==> src/rtl/host_io_pkg.sv <==
// Shared types and helpers for the host I/O monitor: character and drop-counter
// types, the drop-counter ceiling, and an index-width helper that never returns 0.
package host_io_pkg;

    typedef logic [7:0]  char_t;
    typedef logic [15:0] drop_cnt_t;

    localparam drop_cnt_t DROP_MAX = 16'hFFFF;

    // Width needed to index n items; a single item still gets one bit.
    function automatic int idx_width(input int n);
        return (n > 1) ? $clog2(n) : 1;
    endfunction

endpackage

==> src/rtl/host_io_char_fifo.sv <==
// Per-hart character FIFO. The head is read combinationally so a character can
// move into the output slot on the cycle right after it was pushed. A push while
// full is accepted only if a pop happens in the same cycle.
module host_io_char_fifo
    import host_io_pkg::*;
#(
    parameter int DEPTH = 16
) (
    input  logic  clk,
    input  logic  srst,
    input  logic  push,
    input  char_t push_data,
    input  logic  pop,
    output char_t head_data,
    output logic  full,
    output logic  empty
);

    localparam int PTR_W = $clog2(DEPTH);

    char_t            mem [DEPTH];
    logic [PTR_W-1:0] wr_ptr_reg;
    logic [PTR_W-1:0] rd_ptr_reg;
    logic [PTR_W:0]   count_reg;
    logic             do_push;
    logic             do_pop;

    assign empty     = (count_reg == '0);
    assign full      = (count_reg == (PTR_W + 1)'(DEPTH));
    assign do_pop    = pop && !empty;
    assign do_push   = push && (!full || do_pop);
    assign head_data = mem[rd_ptr_reg];

    // Storage write; contents need no reset because the pointers gate visibility.
    always_ff @(posedge clk) begin
        if (do_push) begin
            mem[wr_ptr_reg] <= push_data;
        end
    end

    // Pointer and occupancy bookkeeping; pointers wrap naturally (power-of-2 depth).
    always_ff @(posedge clk) begin
        if (srst) begin
            wr_ptr_reg <= '0;
            rd_ptr_reg <= '0;
            count_reg  <= '0;
        end else begin
            if (do_push) wr_ptr_reg <= wr_ptr_reg + 1'b1;
            if (do_pop)  rd_ptr_reg <= rd_ptr_reg + 1'b1;
            case ({do_push, do_pop})
                2'b10:   count_reg <= count_reg + 1'b1;
                2'b01:   count_reg <= count_reg - 1'b1;
                default: count_reg <= count_reg;
            endcase
        end
    end

endmodule

==> src/rtl/host_io_monitor.sv <==
// Snoops RAM writes for per-hart putchar and tohost traffic. Console bytes are
// buffered per hart and drained round-robin through one registered byte stream;
// exit codes are latched once per hart; a cycle counter and timeout run globally.
module host_io_monitor
    import host_io_pkg::*;
#(
    parameter int              NUM_HARTS      = 2,
    parameter int              ADDR_WIDTH     = 64,
    parameter int              DATA_WIDTH     = 64,
    parameter logic [ADDR_WIDTH-1:0] MEM_BASE = '0,
    parameter int              FIFO_DEPTH     = 16,
    parameter logic [63:0]     TIMEOUT_CYCLES = 64'd1000000
) (
    input  logic                                  clk_i,
    input  logic                                  rst_i,
    input  logic [NUM_HARTS*ADDR_WIDTH-1:0]       tohost_addr_i,
    input  logic [NUM_HARTS*ADDR_WIDTH-1:0]       stdout_addr_i,
    input  logic                                  mem_we_i,
    input  logic [ADDR_WIDTH-1:0]                 mem_waddr_i,
    input  logic [DATA_WIDTH-1:0]                 mem_wdata_i,
    input  logic [DATA_WIDTH/8-1:0]               mem_wstrb_i,
    output logic                                  char_valid_o,
    input  logic                                  char_ready_i,
    output logic [7:0]                            char_data_o,
    output logic [idx_width(NUM_HARTS)-1:0]       char_hart_o,
    output logic [NUM_HARTS*16-1:0]               drop_count_o,
    output logic [NUM_HARTS-1:0]                  exit_valid_o,
    output logic [NUM_HARTS*(DATA_WIDTH-1)-1:0]   exit_code_o,
    output logic                                  all_done_o,
    output logic                                  timeout_o,
    output logic [63:0]                           cycle_count_o
);

    localparam int BYTES  = DATA_WIDTH / 8;
    localparam int LANE_W = $clog2(BYTES);
    localparam int HART_W = idx_width(NUM_HARTS);

    logic [ADDR_WIDTH-1:0] abs_addr;
    logic [DATA_WIDTH-1:0] masked_data;
    logic [NUM_HARTS-1:0]  push;
    logic [NUM_HARTS-1:0]  pop;
    logic [NUM_HARTS-1:0]  full;
    logic [NUM_HARTS-1:0]  empty;
    logic [NUM_HARTS-1:0]  exit_set;
    char_t                 push_data [NUM_HARTS];
    char_t                 head_data [NUM_HARTS];

    logic [NUM_HARTS-1:0]               exit_valid_reg;
    logic [NUM_HARTS*(DATA_WIDTH-1)-1:0] exit_code_reg;
    logic                               slot_valid_reg;
    char_t                              slot_data_reg;
    logic [HART_W-1:0]                  slot_hart_reg;
    logic [HART_W-1:0]                  ptr_reg;
    logic [63:0]                        cycle_count_reg;
    logic                               timeout_reg;

    logic              load_en;
    logic              found;
    logic [HART_W-1:0] sel;
    logic [HART_W-1:0] next_ptr;

    assign abs_addr = mem_waddr_i + MEM_BASE;

    // tohost value with unstrobed bytes forced to zero
    genvar gi;
    generate
        for (gi = 0; gi < BYTES; gi++) begin : g_mask
            assign masked_data[gi*8 +: 8] = mem_wstrb_i[gi] ? mem_wdata_i[gi*8 +: 8] : 8'h00;
        end
    endgenerate

    generate
        for (gi = 0; gi < NUM_HARTS; gi++) begin : g_hart
            logic [ADDR_WIDTH-1:0] so_addr;
            logic [ADDR_WIDTH-1:0] th_addr;
            logic [LANE_W-1:0]     lane;
            logic                  so_match;
            logic                  th_match;
            drop_cnt_t             drop_cnt_reg;

            assign so_addr  = stdout_addr_i[gi*ADDR_WIDTH +: ADDR_WIDTH];
            assign th_addr  = tohost_addr_i[gi*ADDR_WIDTH +: ADDR_WIDTH];
            assign lane     = so_addr[LANE_W-1:0];
            // Word match: only the bits above the byte lane take part.
            assign so_match = mem_we_i && (((abs_addr ^ so_addr) >> LANE_W) == '0);
            assign th_match = mem_we_i && (((abs_addr ^ th_addr) >> LANE_W) == '0);

            assign push[gi]      = so_match && mem_wstrb_i[lane];
            assign push_data[gi] = mem_wdata_i[lane*8 +: 8];
            assign exit_set[gi]  = th_match && masked_data[0] && !exit_valid_reg[gi];
            assign pop[gi]       = load_en && found && (sel == HART_W'(gi));

            host_io_char_fifo #(
                .DEPTH (FIFO_DEPTH)
            ) u_fifo (
                .clk       (clk_i),
                .srst      (rst_i),
                .push      (push[gi]),
                .push_data (push_data[gi]),
                .pop       (pop[gi]),
                .head_data (head_data[gi]),
                .full      (full[gi]),
                .empty     (empty[gi])
            );

            // Count characters lost to a full FIFO that is not draining this cycle.
            always_ff @(posedge clk_i) begin
                if (rst_i) begin
                    drop_cnt_reg <= '0;
                end else if (push[gi] && full[gi] && !pop[gi] && drop_cnt_reg != DROP_MAX) begin
                    drop_cnt_reg <= drop_cnt_reg + 1'b1;
                end
            end

            assign drop_count_o[gi*16 +: 16] = drop_cnt_reg;
        end
    endgenerate

    // Latch the first odd tohost value per hart; later writes never overwrite it.
    always_ff @(posedge clk_i) begin
        if (rst_i) begin
            exit_valid_reg <= '0;
            exit_code_reg  <= '0;
        end else begin
            for (int h = 0; h < NUM_HARTS; h++) begin
                if (exit_set[h]) begin
                    exit_valid_reg[h] <= 1'b1;
                    exit_code_reg[h*(DATA_WIDTH-1) +: (DATA_WIDTH-1)] <= masked_data[DATA_WIDTH-1:1];
                end
            end
        end
    end

    // Round-robin pick: first non-empty FIFO at or after the pointer, then wrap.
    always_comb begin
        load_en  = !slot_valid_reg || char_ready_i;
        found    = 1'b0;
        sel      = '0;
        for (int h = 0; h < NUM_HARTS; h++) begin
            if (!found && !empty[h] && h >= int'(ptr_reg)) begin
                found = 1'b1;
                sel   = HART_W'(h);
            end
        end
        for (int h = 0; h < NUM_HARTS; h++) begin
            if (!found && !empty[h]) begin
                found = 1'b1;
                sel   = HART_W'(h);
            end
        end
        next_ptr = (sel == HART_W'(NUM_HARTS - 1)) ? '0 : sel + 1'b1;
    end

    // Output slot: refill whenever empty or being consumed, otherwise hold.
    always_ff @(posedge clk_i) begin
        if (rst_i) begin
            slot_valid_reg <= 1'b0;
            slot_data_reg  <= '0;
            slot_hart_reg  <= '0;
            ptr_reg        <= '0;
        end else if (load_en) begin
            slot_valid_reg <= found;
            if (found) begin
                slot_data_reg <= head_data[sel];
                slot_hart_reg <= sel;
                ptr_reg       <= next_ptr;
            end
        end
    end

    // Cycle counter freezes on completion or timeout; timeout is sticky.
    always_ff @(posedge clk_i) begin
        if (rst_i) begin
            cycle_count_reg <= '0;
            timeout_reg     <= 1'b0;
        end else begin
            if (!all_done_o && !timeout_reg) begin
                cycle_count_reg <= cycle_count_reg + 64'd1;
            end
            if (TIMEOUT_CYCLES != 64'd0 && cycle_count_reg == TIMEOUT_CYCLES - 64'd1 && !all_done_o) begin
                timeout_reg <= 1'b1;
            end
        end
    end

    assign char_valid_o  = slot_valid_reg;
    assign char_data_o   = slot_data_reg;
    assign char_hart_o   = slot_hart_reg;
    assign exit_valid_o  = exit_valid_reg;
    assign exit_code_o   = exit_code_reg;
    assign all_done_o    = &exit_valid_reg;
    assign timeout_o     = timeout_reg;
    assign cycle_count_o = cycle_count_reg;

endmodule

==> config.mk <==
export PLATFORM = sky130hd
export DESIGN_NAME = host_io_monitor
export DESIGN_NICKNAME = d
export VERILOG_FILES = /design/src/rtl/host_io_pkg.sv /design/src/rtl/host_io_char_fifo.sv /design/src/rtl/host_io_monitor.sv
export SDC_FILE = /design/constraint.sdc
export NUM_CORES = 1
export LEC_CHECK = 0
export ABC_AREA = 1
export ABC_CLOCK_PERIOD_IN_PS = 3800
export CAP_MARGIN = 30
export CORE_AREA = 2 2 262 264
export CTS_BUF_LIST = sky130_fd_sc_hd__clkbuf_16
export DETAILED_ROUTE_END_ITERATION = 10
export DIE_AREA = 0 0 264 266
export MAX_ROUTING_LAYER = met4
export PLACE_DENSITY_LB_ADDON = 0.1
export SYNTH_ARGS = -nofsm -noshare
export SYNTH_HDL_FRONTEND = slang
export SYNTH_SLANG_ARGS = --single-unit
==> constraint.sdc <==
create_clock -name clk_i -period 3.8 [get_ports clk_i]
set_input_delay 0.95 -clock clk_i [delete_from_list [all_inputs] [get_ports clk_i]]
set_output_delay 0.95 -clock clk_i [all_outputs]
set_load 0.02 [all_outputs]
==> results.cfg, run 1 <==
[run_status]
status = finished, final reports clean

[yosys]
synth_top_area_share_pct = 25.5
synth_nets = 4675
synth_commonest_cells = nand2_1 (1074), nor2_1 (839), inv_1 (508)
ys_async_sr_fraction_pct = 0
synth_edf_count = 256
ys_types = 57
synth_seq_cells = 526
synth.area.top_cells = edfxtp_1 (26%), dfxtp_1 (18%), nand2_1 (13%)
yosys.area.top_type = edfxtp_1
syn_area_mm2 = 0.0301
ys_seq_area_share_pct = 43.5
synth_most_common_cell = nand2_1
avgSynthCellArea_um2 = 7.08
synthCells = 4258
ys.flop_type = dfxtp_1
yosysWarnings = 0

[timing]
setup_violations = 0
finClkSkew_ns = 0.0503
timing.final.crit_share_pct = 95.3
slew_violations = 0
worstMarginPinSlew_ns = 1.04
max_freq_mhz = 276
post-route-min-period_ns = 3.62
hold_viol = 0
rsz0062_at_grt = false
maxSlewHeadroom_pct = 30.3

[place]
placed_area_mm2 = 0.0411
hpwlAfterDp_um = 130000
port_buffers = 622
gp_congestion = 1.24

[grt]
grt_remaining_overflow = 0
grt_pass1_vias = 32500
grt_max_degree = 83
grt_pass1_wl_um = 220000
grtUsageTotal_pct = 44.9
antenna_found_initial = 20

[power]
clockPowerShare_pct = 32.1
power_density_mw_per_mm2 = 350
internal_power_mw = 10.2
switching_power_mw = 4.79
swShare_pct = 32.0
vdd_drop_max_uv = 427
p_leak_nw = 18.7
comb_power_share_pct = 26.7
pwr-share-seq_pct = 41.1

[routing]
dr.pass1.iters = 6
drtIter0Drc = 5052
vias = 34800
routed_wl_um = 158000
ant_nets = 0
wl_per_cell_um = 25.3
drc = 0
via_per_inst = 5.56

[clock_network]
cts_made_buffers = 50
cts_setup_buffers = 0
cts.sink_count = 526
post_cts_resize_count = 0
clock_tree.root_cell = clkbuf_16
holdBufCountCts = 0
cts_tree = yes
clkTransAtPathRegs_ns = 0.07
clkLatencyLatePin_ns = 0.61
htree_levels = 2
clockBufferDepth = 3

[layout]
areaGrowthSynthToFinish_pct = 41.9
stdcell_area_mm2 = 0.0428
largest_reg_flops = 256
seq_area_mm2 = 0.0131
final_core_util_pct = 63.1
nets = 5741
multi_input_area_mm2 = 0.0145
top_register = g_hart.u_fifo.mem
drive_above_1_share_pct = 13.3
layout.filler_cells = 5853

[die]
fp.coreArea_mm2 = 0.0677
dieArea_mm2 = 0.0702
die_y_um = 266
io_pins = 632
die_width_um = 264
start_util_pct = 44.5
rows = 96

[critical_path]
arrival_ns = 4.12
cp.required_ns = 4.30
crit_path_max_fanout = 2
worst-setup-path-type = in2reg
startpoint_type = input port
crit_path_end_kind = register

[worst_hold_path]
hold_path.class = reg2reg

[run]
cap_violations = 0
==> routing by layer <==
layer	vias up	wire length, um	track usage (%)
met4	0	6230	14.9
met1	16300	63400	58.2
met5	-	0	-
met3	327	20400	13.2
met2	2309	68200	67.0
li1	15900	-	-
==> layout by cell type (no fill, tap or decap), types with 88 or more instances in the layout <==
cell type	count
nand3_1	150
nor2_1	836
edfxtp_1	256
inv_1	521
xor2_1	88
o21ai_0	306
nand2_1	1064
clkdlybuf4s50_1	609
dfxtp_1	268
nand4_1	88
buf_4	509
a21oi_1	103
==> power groups by stage <==
stage / Combinational (mW) / Clock, mW / Sequential (mW)
finish: 4.01 / 4.82 / 6.16
global route: 4.20 / 5.04 / 6.16
CTS: 3.86 / 4.82 / 6.16
detailed placement: 3.80 / 0 / 6.28
global placement: 3.73 / 0 / 6.28
floorplan: 1.67 / 0 / 6.31
==> critical path: stages <==
cell             delay [ns]
clkdlybuf4s50_1        0.58
inv_1                  0.17
nand2_2                0.16
nand2_1                0.07
nor2_1                 0.15
nand2_1                0.10
nor2_1                 0.09
nand2_1                0.05
nor2_1                 0.14
nand3_2                0.12
inv_1                  0.07
nand2_1                0.06
ha_1                   0.21
xor2_1                 0.16
ha_1                   0.19
inv_1                  0.05
nand2_1                0.06
nand2_1                0.06
nand2_1                0.04
a21oi_1                0.13
inv_1                  0.07
o21ai_0                0.15
a21oi_1                0.07
o21ai_0                0.14
a21oi_1                0.05
==> final timing paths <==
kind	start	to	slack [ns]	depth (start not counted)
hold / removal	char_hart_o$_SDFFE_PP0N_	char_hart_o$_SDFFE_PP0N_	0.47	2
hold reg to reg	char_hart_o$_SDFFE_PP0N_	char_hart_o$_SDFFE_PP0N_	0.47	2
setup / recovery	mem_waddr_i[43]	g_hart[0].u_fifo.count_reg[4]$_SDFFE_PP0P_	0.18	25
setup reg to reg	g_hart[1].u_fifo.count_reg[0]$_SDFFE_PP0P_	g_hart[0].u_fifo.count_reg[4]$_SDFFE_PP0P_	0.78	22
==> area by class of cell <==
cell class | instances | area share [%]
Clock buffer | 51 | 2.99
Inverter | 528 | 4.66
Clock inverter | 42 | 0.641
Timing Repair Buffer | 1151 | 24.5
Multi-Input combinational cell | 3067 | 33.9
Sequential cell | 526 | 30.6
Tap cell | 882 | 2.58
Antenna cell | 19 | 0.111
==> per-stage QoR <==
step,hold WS [ns],power (mW),cells,worst slack [ns],TNS (ns)
after global routing,0.486,15.4,6266,0.0190,0
after floorplan,0.444,7.99,4258,0.456,0
final,0.469,15.0,6266,0.180,0
after detailed placement,0.455,10.1,6154,-0.520,-26.73
after global placement,0.452,10.0,6154,-0.551,-18.46
after CTS,0.469,14.8,6247,0.103,0
==> cell families after synthesis <==
family	Yosys count	synth area share (%)
flops	526	43.5
xor+xnor	119	3.46
compound gates	527	9.72
buf+inv	665	8.68
simple gates	2378	33.1
mux	22	0.731
fa+ha+maj	21	0.897
No activity file was read; power rests on OpenSTA's default activity.
==> inputs of run 2 (changes only) <==
--- a/config.mk
+++ b/config.mk
@@ -13,7 +13,7 @@
 export DETAILED_ROUTE_END_ITERATION = 10
 export DIE_AREA = 0 0 264 266
 export MAX_ROUTING_LAYER = met4
-export PLACE_DENSITY_LB_ADDON = 0.1
+export PLACE_DENSITY = 0.69
 export SYNTH_ARGS = -nofsm -noshare
 export SYNTH_HDL_FRONTEND = slang
 export SYNTH_SLANG_ARGS = --single-unit
==> run 2 against run 1 <==
- utilization rose by 0.23 points
- final cell count rose by 0.26%
- critical path depth did not move
- non-clock buffer count rose by 5
- register-to-register slack got worse by 0.12 ns
- via count fell by 0.42%
- clock power rose by 8.7%
- total power rose by 2.0%
- setup slack improved by 0.056 ns
- flip-flop and latch count did not move
- critical endpoint unchanged
- highest routed layer unchanged
==> results.cfg, run 2 (same netlist as run 1, synthesis figures left out) <==
[die]
die_y_um = 266
fp.coreArea_mm2 = 0.0677
rows = 96
start_util_pct = 44.5
die_width_um = 264
io_pins = 632
dieArea_mm2 = 0.0702

[layout]
areaGrowthSynthToFinish_pct = 42.4
nets = 5749
final_common_cell = nand2_1
multi_input_area_mm2 = 0.0145
final_core_util_pct = 63.3
layout.filler_cells = 5992
drive_above_1_share_pct = 13.3
layout_common_cells = nand2_1 (1070), nor2_1 (838), clkdlybuf4s50_1 (614), buf_4 (517), inv_1 (515)
seq_area_mm2 = 0.0131
largest_reg_flops = 256
fin_cells = 6282
top_register = g_hart.u_fifo.mem

[grt]
grt.met1_usage_pct = 57.5
grt_pass1_wl_um = 220000
antenna_found_initial = 22
grtUsageMet2_pct = 63.9
grt-busiest-layer = met2
grt_max_degree = 65
grt_remaining_overflow = 0
met3_usage_pct = 14.5
grt_pass1_vias = 32300
grtUsageTotal_pct = 45.0

[clock_network]
htree_levels = 2
cts_made_buffers = 53
clock_tree.root_cell = clkbuf_16
clockBufferDepth = 3
clkTransAtPathRegs_ns = 0.06
cts.sink_count = 526
holdBufCountCts = 0
clkLatencyLatePin_ns = 0.63
cts_tree = yes

[routing]
dr.pass1.iters = 8
via_per_inst = 5.52
ant_nets = 0
drtIter0Drc = 4743
vias = 34700
wl_per_cell_um = 25.0
drc = 0
routed_wl_um = 157000

[power]
p_leak_nw = 18.8
vdd_drop_max_uv = 581
total_power_mw = 15.3
power_density_mw_per_mm2 = 356

[critical_path]
crit_path_end_kind = register
arrival_ns = 4.05
startpoint_type = input port
crit_path_top_delay_cell = clkdlybuf4s50_1
worst-setup-path-type = in2reg
crit_path_frequent_cell = nand2_1
crit_family = simple AND/OR/NAND/NOR gates
max_stage_delay_ns = 0.64
crit_buf_inv = 5
crit_path_max_fanout = 3
cp.required_ns = 4.29

[place]
dp.cells = 6158
port_buffers = 622
gp_congestion = 1.24
hpwlAfterDp_um = 130000

[timing]
rsz0062_at_grt = false
timing.final.crit_share_pct = 93.8
setup_violations = 0
hold_viol = 0
holdWs_ns = 0.463
post-route-min-period_ns = 3.56
finClkSkew_ns = 0.0324
worstMarginPinSlew_ns = 0.997
max_freq_mhz = 281
maxSlewHeadroom_pct = 33.4
slew_violations = 0
fin_tns_setup_ns = 0

[run_status]
status = finished, final reports clean

[run]
cap_violations = 0

[worst_hold_path]
hold_path.class = reg2reg
-- run 2: layer usage --
metal | vias to the layer above | routed length [um]
li1 | 16000 | -
met1 | 16100 | 61800
met2 | 2175 | 65400
met3 | 403 | 20900
met4 | 0 | 9190
met5 | - | 0
-- run 2: path summary, 6_finish.rpt --
check	startpoint	endpoint	slack, ns	cells past startpoint
max reg2reg	g_hart[1].u_fifo.count_reg[0]$_SDFFE_PP0P_	g_hart[0].u_fifo.count_reg[4]$_SDFFE_PP0P_	0.66	22
min reg2reg	g_hart[1].drop_cnt_reg[4]$_SDFFE_PP0P_	g_hart[1].drop_cnt_reg[4]$_SDFFE_PP0P_	0.46	2
max	mem_waddr_i[4]	g_hart[0].u_fifo.count_reg[4]$_SDFFE_PP0P_	0.24	25
min	g_hart[1].drop_cnt_reg[4]$_SDFFE_PP0P_	g_hart[1].drop_cnt_reg[4]$_SDFFE_PP0P_	0.46	2
-- run 2: report_power, final --
group	switching, mW	total [mW]	leakage (nW)	internal, mW
Clock	2.32	5.24	0.883	2.91
Sequential	0.0730	6.16	4.51	6.08
Combinational	2.39	3.89	13.4	1.50
Total	4.78	15.3	18.8	10.5
-- run 2: stage by stage --
stage          area (um2)  setup slack, ns
2_1_floorplan       30100            0.456
3_3_place_gp        41100           -0.491
3_5_place_dp        41100           -0.464
4_1_cts             42800            0.175
5_1_grt             42900           0.0137
6_report            42900            0.236
-- run 2: layout make-up --
cell class                      instances  area share [%]
Antenna cell                           24           0.140
Clock buffer                           53            3.09
Clock inverter                         46           0.951
Inverter                              528            4.65
Multi-Input combinational cell       3067            33.7
Sequential cell                       526            30.5
Tap cell                              882            2.57
Timing Repair Buffer                 1156            24.4
-- run 2: worst register-to-register path: cells and delay by family (launching register included) --
kind | cells | cell delay [ns]
AO/OA/AOI/OAI | 5 | 0.46
flip-flops | 1 | 0.34
AND/OR/NAND/NOR | 10 | 1.46
adder cells (fa/ha/maj) | 2 | 0.35
XOR/XNOR | 1 | 0.20
buffers and inverters | 4 | 0.27
-- run 2: repair_timing --
action,CTS,global route
setup buffers,0,1
setup endpoints to repair,0,2
resized for setup,0,17
